==> src/rtl/hv_capture_pkg.sv <==
// Shared types and default widths for the HD/VD pixel capture block.
package hv_capture_pkg;

  localparam int DEF_DW     = 12;
  localparam int DEF_HCNT_W = 16;
  localparam int DEF_VCNT_W = 13;

  typedef enum logic [1:0] {
    ARM   = 2'd0,
    IDLE  = 2'd1,
    FRAME = 2'd2
  } state_t;

  typedef struct packed {
    logic              sof;
    logic              eol;
    logic [DEF_DW-1:0] data;
  } fifo_entry_t;

endpackage

==> src/rtl/sync_fifo.sv <==
// Single-clock first-word-fall-through FIFO; full/empty come from
// pointers that carry one extra wrap bit.
module sync_fifo #(
  parameter int W     = 14,
  parameter int DEPTH = 16
) (
  input  logic         clk,
  input  logic         rst_n,
  input  logic         wr_en,
  input  logic [W-1:0] wr_data,
  input  logic         rd_en,
  output logic [W-1:0] rd_data,
  output logic         full,
  output logic         empty
);

  localparam int AW = $clog2(DEPTH);
  localparam logic [AW:0] PTR_ONE = {{AW{1'b0}}, 1'b1};

  logic [AW:0]  wr_ptr_r;
  logic [AW:0]  rd_ptr_r;
  logic [W-1:0] mem_r [DEPTH];
  logic         do_wr_s;
  logic         do_rd_s;

  assign empty   = (wr_ptr_r == rd_ptr_r);
  assign full    = (wr_ptr_r[AW] != rd_ptr_r[AW]) &&
                   (wr_ptr_r[AW-1:0] == rd_ptr_r[AW-1:0]);
  assign do_rd_s = rd_en & ~empty;
  // a write into a full FIFO is legal when the head leaves in the same cycle
  assign do_wr_s = wr_en & (~full | do_rd_s);
  assign rd_data = mem_r[rd_ptr_r[AW-1:0]];

  // read/write pointer update
  always_ff @(posedge clk or negedge rst_n) begin
    if (!rst_n) begin
      wr_ptr_r <= {(AW+1){1'b0}};
      rd_ptr_r <= {(AW+1){1'b0}};
    end else begin
      if (do_wr_s) wr_ptr_r <= wr_ptr_r + PTR_ONE;
      if (do_rd_s) rd_ptr_r <= rd_ptr_r + PTR_ONE;
    end
  end

  // storage; cleared so the read port shows zero after reset
  always_ff @(posedge clk or negedge rst_n) begin
    if (!rst_n) begin
      mem_r <= '{default: {W{1'b0}}};
    end else if (do_wr_s) begin
      mem_r[wr_ptr_r[AW-1:0]] <= wr_data;
    end
  end

endmodule

==> src/rtl/hv_pixel_capture.sv <==
// Captures HD/VD-framed pixels, tags SOF/EOL, buffers them on a
// valid/ready stream and measures line length and frame height.
module hv_pixel_capture
  import hv_capture_pkg::*;
#(
  parameter int DW         = DEF_DW,
  parameter int FIFO_DEPTH = 16,
  parameter int HCNT_W     = DEF_HCNT_W,
  parameter int VCNT_W     = DEF_VCNT_W
) (
  input  logic              clk,
  input  logic              rst_n,
  input  logic              hd_i,
  input  logic              vd_i,
  input  logic [DW-1:0]     pix_i,
  output logic              m_valid,
  input  logic              m_ready,
  output logic [DW-1:0]     m_data,
  output logic              m_sof,
  output logic              m_eol,
  output logic [HCNT_W-1:0] line_len_o,
  output logic [VCNT_W-1:0] frame_lines_o,
  output logic              meas_valid_o,
  output logic              overflow_o
);

  localparam logic [HCNT_W-1:0] HCNT_ONE = {{(HCNT_W-1){1'b0}}, 1'b1};
  localparam logic [VCNT_W-1:0] VCNT_ONE = {{(VCNT_W-1){1'b0}}, 1'b1};

  logic              hd_q_r, vd_q_r, hd_qq_r, vd_qq_r, s1_valid_r;
  logic [DW-1:0]     pix_q_r;
  state_t            state_r, state_nxt_s;
  logic              frame_start_s, frame_end_s;
  logic              vd_rise_s, vd_fall_s, capture_s;
  logic              hold_valid_r;
  logic [DW-1:0]     hold_data_r;
  logic              pending_sof_r;
  logic              wr_eol_s, eol_wr_s, rd_fire_s, wr_ok_s, drop_s;
  logic              fifo_full_s, fifo_empty_s;
  logic [DW+1:0]     wr_entry_s, rd_entry_s;
  logic [HCNT_W-1:0] pix_cnt_r;
  logic [VCNT_W-1:0] line_cnt_r, line_cnt_inc_s;

  assign vd_rise_s = vd_q_r & ~vd_qq_r;
  assign vd_fall_s = ~vd_q_r & vd_qq_r;
  // the rising-edge cycle itself already carries an active pixel
  assign capture_s = vd_q_r & hd_q_r & ((state_r == FRAME) | frame_start_s);
  assign wr_eol_s  = ~(hd_q_r & vd_q_r);
  assign eol_wr_s  = hold_valid_r & wr_eol_s;
  assign rd_fire_s = ~fifo_empty_s & m_ready;
  assign wr_ok_s   = hold_valid_r & (~fifo_full_s | rd_fire_s);
  assign drop_s    = hold_valid_r & fifo_full_s & ~rd_fire_s;
  assign wr_entry_s     = {pending_sof_r, wr_eol_s, hold_data_r};
  assign line_cnt_inc_s = line_cnt_r + VCNT_ONE;

  // input sampling stage with one extra tap for edge detection
  always_ff @(posedge clk or negedge rst_n) begin
    if (!rst_n) begin
      hd_q_r     <= 1'b0;
      vd_q_r     <= 1'b0;
      hd_qq_r    <= 1'b0;
      vd_qq_r    <= 1'b0;
      s1_valid_r <= 1'b0;
      pix_q_r    <= {DW{1'b0}};
    end else begin
      hd_q_r     <= hd_i;
      vd_q_r     <= vd_i;
      hd_qq_r    <= hd_q_r;
      vd_qq_r    <= vd_q_r;
      s1_valid_r <= 1'b1;
      pix_q_r    <= pix_i;
    end
  end

  // frame state register
  always_ff @(posedge clk or negedge rst_n) begin
    if (!rst_n) state_r <= ARM;
    else        state_r <= state_nxt_s;
  end

  // next state; ARM ignores the reset value of vd_q and waits for a real low
  always_comb begin
    state_nxt_s   = state_r;
    frame_start_s = 1'b0;
    frame_end_s   = 1'b0;
    case (state_r)
      ARM: begin
        if (s1_valid_r && !vd_q_r) state_nxt_s = IDLE;
        else                       state_nxt_s = ARM;
      end
      IDLE: begin
        if (vd_rise_s) begin
          state_nxt_s   = FRAME;
          frame_start_s = 1'b1;
        end else begin
          state_nxt_s   = IDLE;
        end
      end
      FRAME: begin
        if (vd_fall_s) begin
          state_nxt_s = IDLE;
          frame_end_s = 1'b1;
        end else begin
          state_nxt_s = FRAME;
        end
      end
      default: state_nxt_s = ARM;
    endcase
  end

  // one-pixel hold so EOL is known when the pixel is written
  always_ff @(posedge clk or negedge rst_n) begin
    if (!rst_n) begin
      hold_valid_r  <= 1'b0;
      hold_data_r   <= {DW{1'b0}};
      pending_sof_r <= 1'b0;
    end else begin
      hold_valid_r <= capture_s;
      if (capture_s) hold_data_r <= pix_q_r;
      if (frame_start_s)  pending_sof_r <= 1'b1;
      else if (wr_ok_s)   pending_sof_r <= 1'b0;
    end
  end

  // line/frame measurement; a dropped EOL pixel still closes its line
  always_ff @(posedge clk or negedge rst_n) begin
    if (!rst_n) begin
      pix_cnt_r     <= {HCNT_W{1'b0}};
      line_cnt_r    <= {VCNT_W{1'b0}};
      line_len_o    <= {HCNT_W{1'b0}};
      frame_lines_o <= {VCNT_W{1'b0}};
      meas_valid_o  <= 1'b0;
    end else begin
      if (eol_wr_s) begin
        line_len_o <= pix_cnt_r;
        pix_cnt_r  <= {HCNT_W{1'b0}};
      end else if (capture_s && !(&pix_cnt_r)) begin
        pix_cnt_r  <= pix_cnt_r + HCNT_ONE;
      end
      if (frame_start_s)  line_cnt_r <= {VCNT_W{1'b0}};
      else if (eol_wr_s)  line_cnt_r <= line_cnt_inc_s;
      if (frame_end_s) frame_lines_o <= eol_wr_s ? line_cnt_inc_s : line_cnt_r;
      meas_valid_o <= frame_end_s;
    end
  end

  // sticky drop flag, cleared on frame entry
  always_ff @(posedge clk or negedge rst_n) begin
    if (!rst_n)             overflow_o <= 1'b0;
    else if (frame_start_s) overflow_o <= 1'b0;
    else if (drop_s)        overflow_o <= 1'b1;
  end

  sync_fifo #(
    .W     (DW + 2),
    .DEPTH (FIFO_DEPTH)
  ) u_fifo (
    .clk     (clk),
    .rst_n   (rst_n),
    .wr_en   (wr_ok_s),
    .wr_data (wr_entry_s),
    .rd_en   (m_ready),
    .rd_data (rd_entry_s),
    .full    (fifo_full_s),
    .empty   (fifo_empty_s)
  );

  assign m_valid = ~fifo_empty_s;
  assign m_sof   = rd_entry_s[DW+1];
  assign m_eol   = rd_entry_s[DW];
  assign m_data  = rd_entry_s[DW-1:0];

endmodule

==> config.mk <==
export PLATFORM = sky130hd
export DESIGN_NAME = hv_pixel_capture
export DESIGN_NICKNAME = d
export VERILOG_FILES = /design/src/rtl/hv_capture_pkg.sv /design/src/rtl/sync_fifo.sv /design/src/rtl/hv_pixel_capture.sv
export SDC_FILE = /design/constraint.sdc
export NUM_CORES = 1
export LEC_CHECK = 0
export CAP_MARGIN = 20
export CELL_PAD_IN_SITES_DETAIL_PLACEMENT = 1
export CELL_PAD_IN_SITES_GLOBAL_PLACEMENT = 1
export CORE_ASPECT_RATIO = 1.1
export CORE_MARGIN = 1.5
export CORE_UTILIZATION = 55
export DETAILED_ROUTE_END_ITERATION = 10
export HOLD_SLACK_MARGIN = 0.03
export PLACE_DENSITY = 0.86
export SYNTH_ARGS = -nofsm -noshare
export SYNTH_HDL_FRONTEND = slang
export SYNTH_HIERARCHICAL = 1
export SYNTH_SLANG_ARGS = --single-unit
==> constraint.sdc <==
create_clock -name clk -period 6.5 [get_ports clk]
set_input_delay 1.3 -clock clk [delete_from_list [all_inputs] [get_ports clk]]
set_output_delay 1.3 -clock clk [all_outputs]
set_load 0.05 [all_outputs]
==> impl_metrics.env <==
export IMPL_synthDominantCellAreaShare_pct=55.2
export IMPL_netlist_area_sq_mm=0.0148
export IMPL_boundaryPins=63
export IMPL_crit_family="buffers and inverters"
export IMPL_place_congestion=0.790
export IMPL_cts_buffers=35
export IMPL_path_depth=5
export IMPL_r2r_start="u_fifo/rd_ptr_r[0]"
export IMPL_cts_resized=0
export IMPL_synthCells=1064
export IMPL_synth_edff_count=0
export IMPL_critPathMaxStageDelay_ns=1.01
export IMPL_n_antenna_cell=0
export IMPL_finalClockSkew_ns=0.0168
export IMPL_dpl_worst_slack_ns=1.75
export IMPL_holdPathEnd="hold_data_r[3]"
export IMPL_yosys_top_cells_count="dfrtp_1, mux2_2, nand2_1"
export IMPL_path_class="register to output port"
export IMPL_grt_pass1_wl_um=65600
export IMPL_rows=62
export IMPL_hpwl_um=22900
export IMPL_dr_pass1_iters=4
export IMPL_yosysTopAreaCell="dfrtp_1"
export IMPL_start_kind="register"
export IMPL_worstPathArrival_ns=3.70
export IMPL_clk_path_buf_depth=3
export IMPL_antenna_found_initial=0
export IMPL_synthMostInstantiatedCell="dfrtp_1"
export IMPL_setup_violations=0
export IMPL_cts_setup_buffers=0
export IMPL_min_from="pix_q_r[3]"
export IMPL_holdWs_ns=0.454
export IMPL_rsz0062_at_grt="false"
export IMPL_drc_errors=0
export IMPL_num_vias=9393
export IMPL_grt_overflow_total=0
export IMPL_final_max_slew_viol_count=0
export IMPL_hold_class="register to register"
export IMPL_synth_area_top_cells="dfrtp_1, mux2_2, mux4_2, nand2_1, a21oi_4"
export IMPL_min_period_ns=5.00
export IMPL_viasPerCell=6.34
export IMPL_grt_max_degree=157
export IMPL_critPathMaxFanout=43
export IMPL_die_h_um=175
export IMPL_drive_gt1_share_pct=33.4
export IMPL_die_w_um=159
export IMPL_wl_um=41300
export IMPL_fill_cells=2476
export IMPL_r2r_cells=10
export IMPL_yosysSeqAreaShare_pct=55.2
export IMPL_ant_nets=0
export IMPL_core_area_sq_mm=0.0262
export IMPL_synth_seq_cells=326
export IMPL_hold_depth=2
export IMPL_die_area_sq_mm=0.0278
export IMPL_cts_tree="done"
export IMPL_clock_sinks=326
export IMPL_path_clk_slew_ns=0.07
export IMPL_ys_flop_type="dfrtp_1"
export IMPL_worstSetupEndpointType="output port"
export IMPL_max_cap_violations=0
export IMPL_cts_hold_fix_buffers=0
export IMPL_fmax_mhz=200
export IMPL_wl_per_cell_um=27.9
export IMPL_regToRegSetupSlack_ns=2.42
export IMPL_rr_endpoint="u_fifo/mem_r[172]"
export IMPL_fin_area_sq_mm=0.0167
export IMPL_crit_slowest_cell="dfrtp_4"
export IMPL_synth_nets=1088
export IMPL_setup_ws_ns=1.50
export IMPL_io_buffers=62
export IMPL_cellPowerDensity_mw_per_mm2=399
export IMPL_grtUsageTotal_pct=30.9
export IMPL_leakagePower_nw=7.73
export IMPL_cp_cell_sequence="buf_4 > mux4_2 > a22oi_1 > nand2_1 > clkdlybuf4s50_1"
export IMPL_syn_area_per_cell_sq_um=13.9
export IMPL_synthArstFlopShare_pct=100
export IMPL_num_nets_final=1131
export IMPL_yosysUniqueCellTypes=58
export IMPL_root_buffer="clkbuf_16"
export IMPL_status="complete, no violations"
export IMPL_cts_htree_levels=2
export IMPL_final_hold_viol_count=0
export IMPL_required_ns=5.20
export IMPL_initial_utilization_pct=56.3
export IMPL_syn_to_final_growth_pct=13.1
export IMPL_setup_tns_ns=0
export IMPL_yosys_warnings=6
export IMPL_clkLatencyLatePin_ns=0.51
export IMPL_ir_drop_mv=0.234
export IMPL_cp_buffers_inverters=2
export IMPL_drt_iter0_drc=580
export IMPL_slew_headroom_pct=25.3
export IMPL_min_period_over_period_pct=77.0
export IMPL_dpl_cell_area_sq_mm=0.0155
export IMPL_grt_pass1_vias=10800
export IMPL_tightest_slew_ns=1.12
export IMPL_p_total_mw=6.65
cell usage in the layout (no fill, tap or decap), types with 4 or more instances in the layout:
cell type	synthesis	routed
buf_4	8	10
inv_1	13	13
clkbuf_8	1	10
nor4_1	7	7
or4_1	10	10
or3_1	4	4
clkdlybuf4s50_1	0	61
clkbuf_16	0	35
a21oi_4	15	15
a21oi_1	21	21
o31ai_1	8	8
o21ai_0	17	17
nor3_1	4	4
mux2_2	216	216
a22oi_1	28	28
nand4_1	14	14
nor2_1	19	19
mux4_2	56	56
xor2_1	9	9
xnor2_1	14	14
ha_1	7	7
nor2b_1	6	5
clkbuf_1	33	5
mux2i_1	5	5
mux2_4	9	9
dfrtp_1	326	324
nand2_1	128	128
nand3_1	20	20
area by class of cell:
cell class | count | area [sq um] | area share [%]
clock buffer | 50 | 1030 | 6.18
clock inverter | 10 | 118 | 0.704
inverter | 13 | 48.8 | 0.292
multi-input combinational | 655 | 6150 | 36.9
sequential | 326 | 8160 | 48.9
tap | 352 | 440 | 2.64
timing repair buffer | 76 | 742 | 4.44
worst register-to-register path: stages (launching register included):
cell       delay (ns)
dfrtp_4          1.01
xnor2_1          0.20
nand4_1          0.25
nor2_1           0.08
o21ai_0          0.37
nand2_1          0.17
inv_1            0.44
nand2_1          0.25
a2111oi_4        0.55
buf_6            0.25
mux2_2           0.39
per-layer routing:
layer / global-route usage, % / part of all wire [%]
met5: 0 / 0
met2: 54.9 / 52
met1: 38.0 / 39
met3: 4.56 / 4.6
met4: 13.1 / 3.9
power breakdown:
group	switching, mW	total [mW]	internal, mW	leakage [nW]
Combinational	0.906	1.64	0.735	2.74
Clock	0.827	2.01	1.19	0.566
Sequential	0.607	3.00	2.39	4.42
worst max-delay path by stage:
stage                       startpoint                 to  slack (ns)
floorplan           u_fifo/rd_ptr_r[0]         m_data[10]        3.11
global placement               m_ready  u_fifo/mem_r[179]        2.06
detailed placement             m_ready  u_fifo/mem_r[172]        1.75
CTS                 u_fifo/rd_ptr_r[0]          m_data[8]        1.45
global route        u_fifo/rd_ptr_r[0]          m_data[8]        1.35
finish              u_fifo/rd_ptr_r[0]          m_data[8]        1.50
per-stage QoR:
stage	cells	utilization [%]
after floorplan	1064	-
after global placement	1419	59.2
after detailed placement	1419	59.2
after CTS	1479	63.6
after global routing	1482	63.7
final	1482	63.7
cell families (layout without fill, tap and decap cells):
| family | Yosys count | in the layout | synth area share (%) |
|---|---|---|---|
| XOR/XNOR | 24 | 24 | 1.47 |
| multiplexers | 287 | 287 | 26.3 |
| flip-flops | 326 | 326 | 55.2 |
| buffers and inverters | 83 | 149 | 3.18 |
| AO/OA/AOI/OAI | 107 | 107 | 5.86 |
| other | 1 | 1 | 0.0254 |
| adder cells (fa/ha/maj) | 7 | 7 | 0.593 |
| AND/OR/NAND/NOR | 229 | 229 | 7.30 |
state kept, by name, indices dropped and copies added (netlist names):
name and count:
s1_valid_r 1, line_len_o 16, hold_data_r 12, meas_valid_o 1
pending_sof_r 1, state_r 2, u_fifo/wr_ptr_r 5, pix_cnt_r 16
line_cnt_r 13, vd_q_r 1, u_fifo/rd_ptr_r 5, hold_valid_r 1
hd_q_r 1, vd_qq_r 1, pix_q_r 12, overflow_o 1
u_fifo/mem_r 224, frame_lines_o 13
Power figures use the tool's default switching activity.
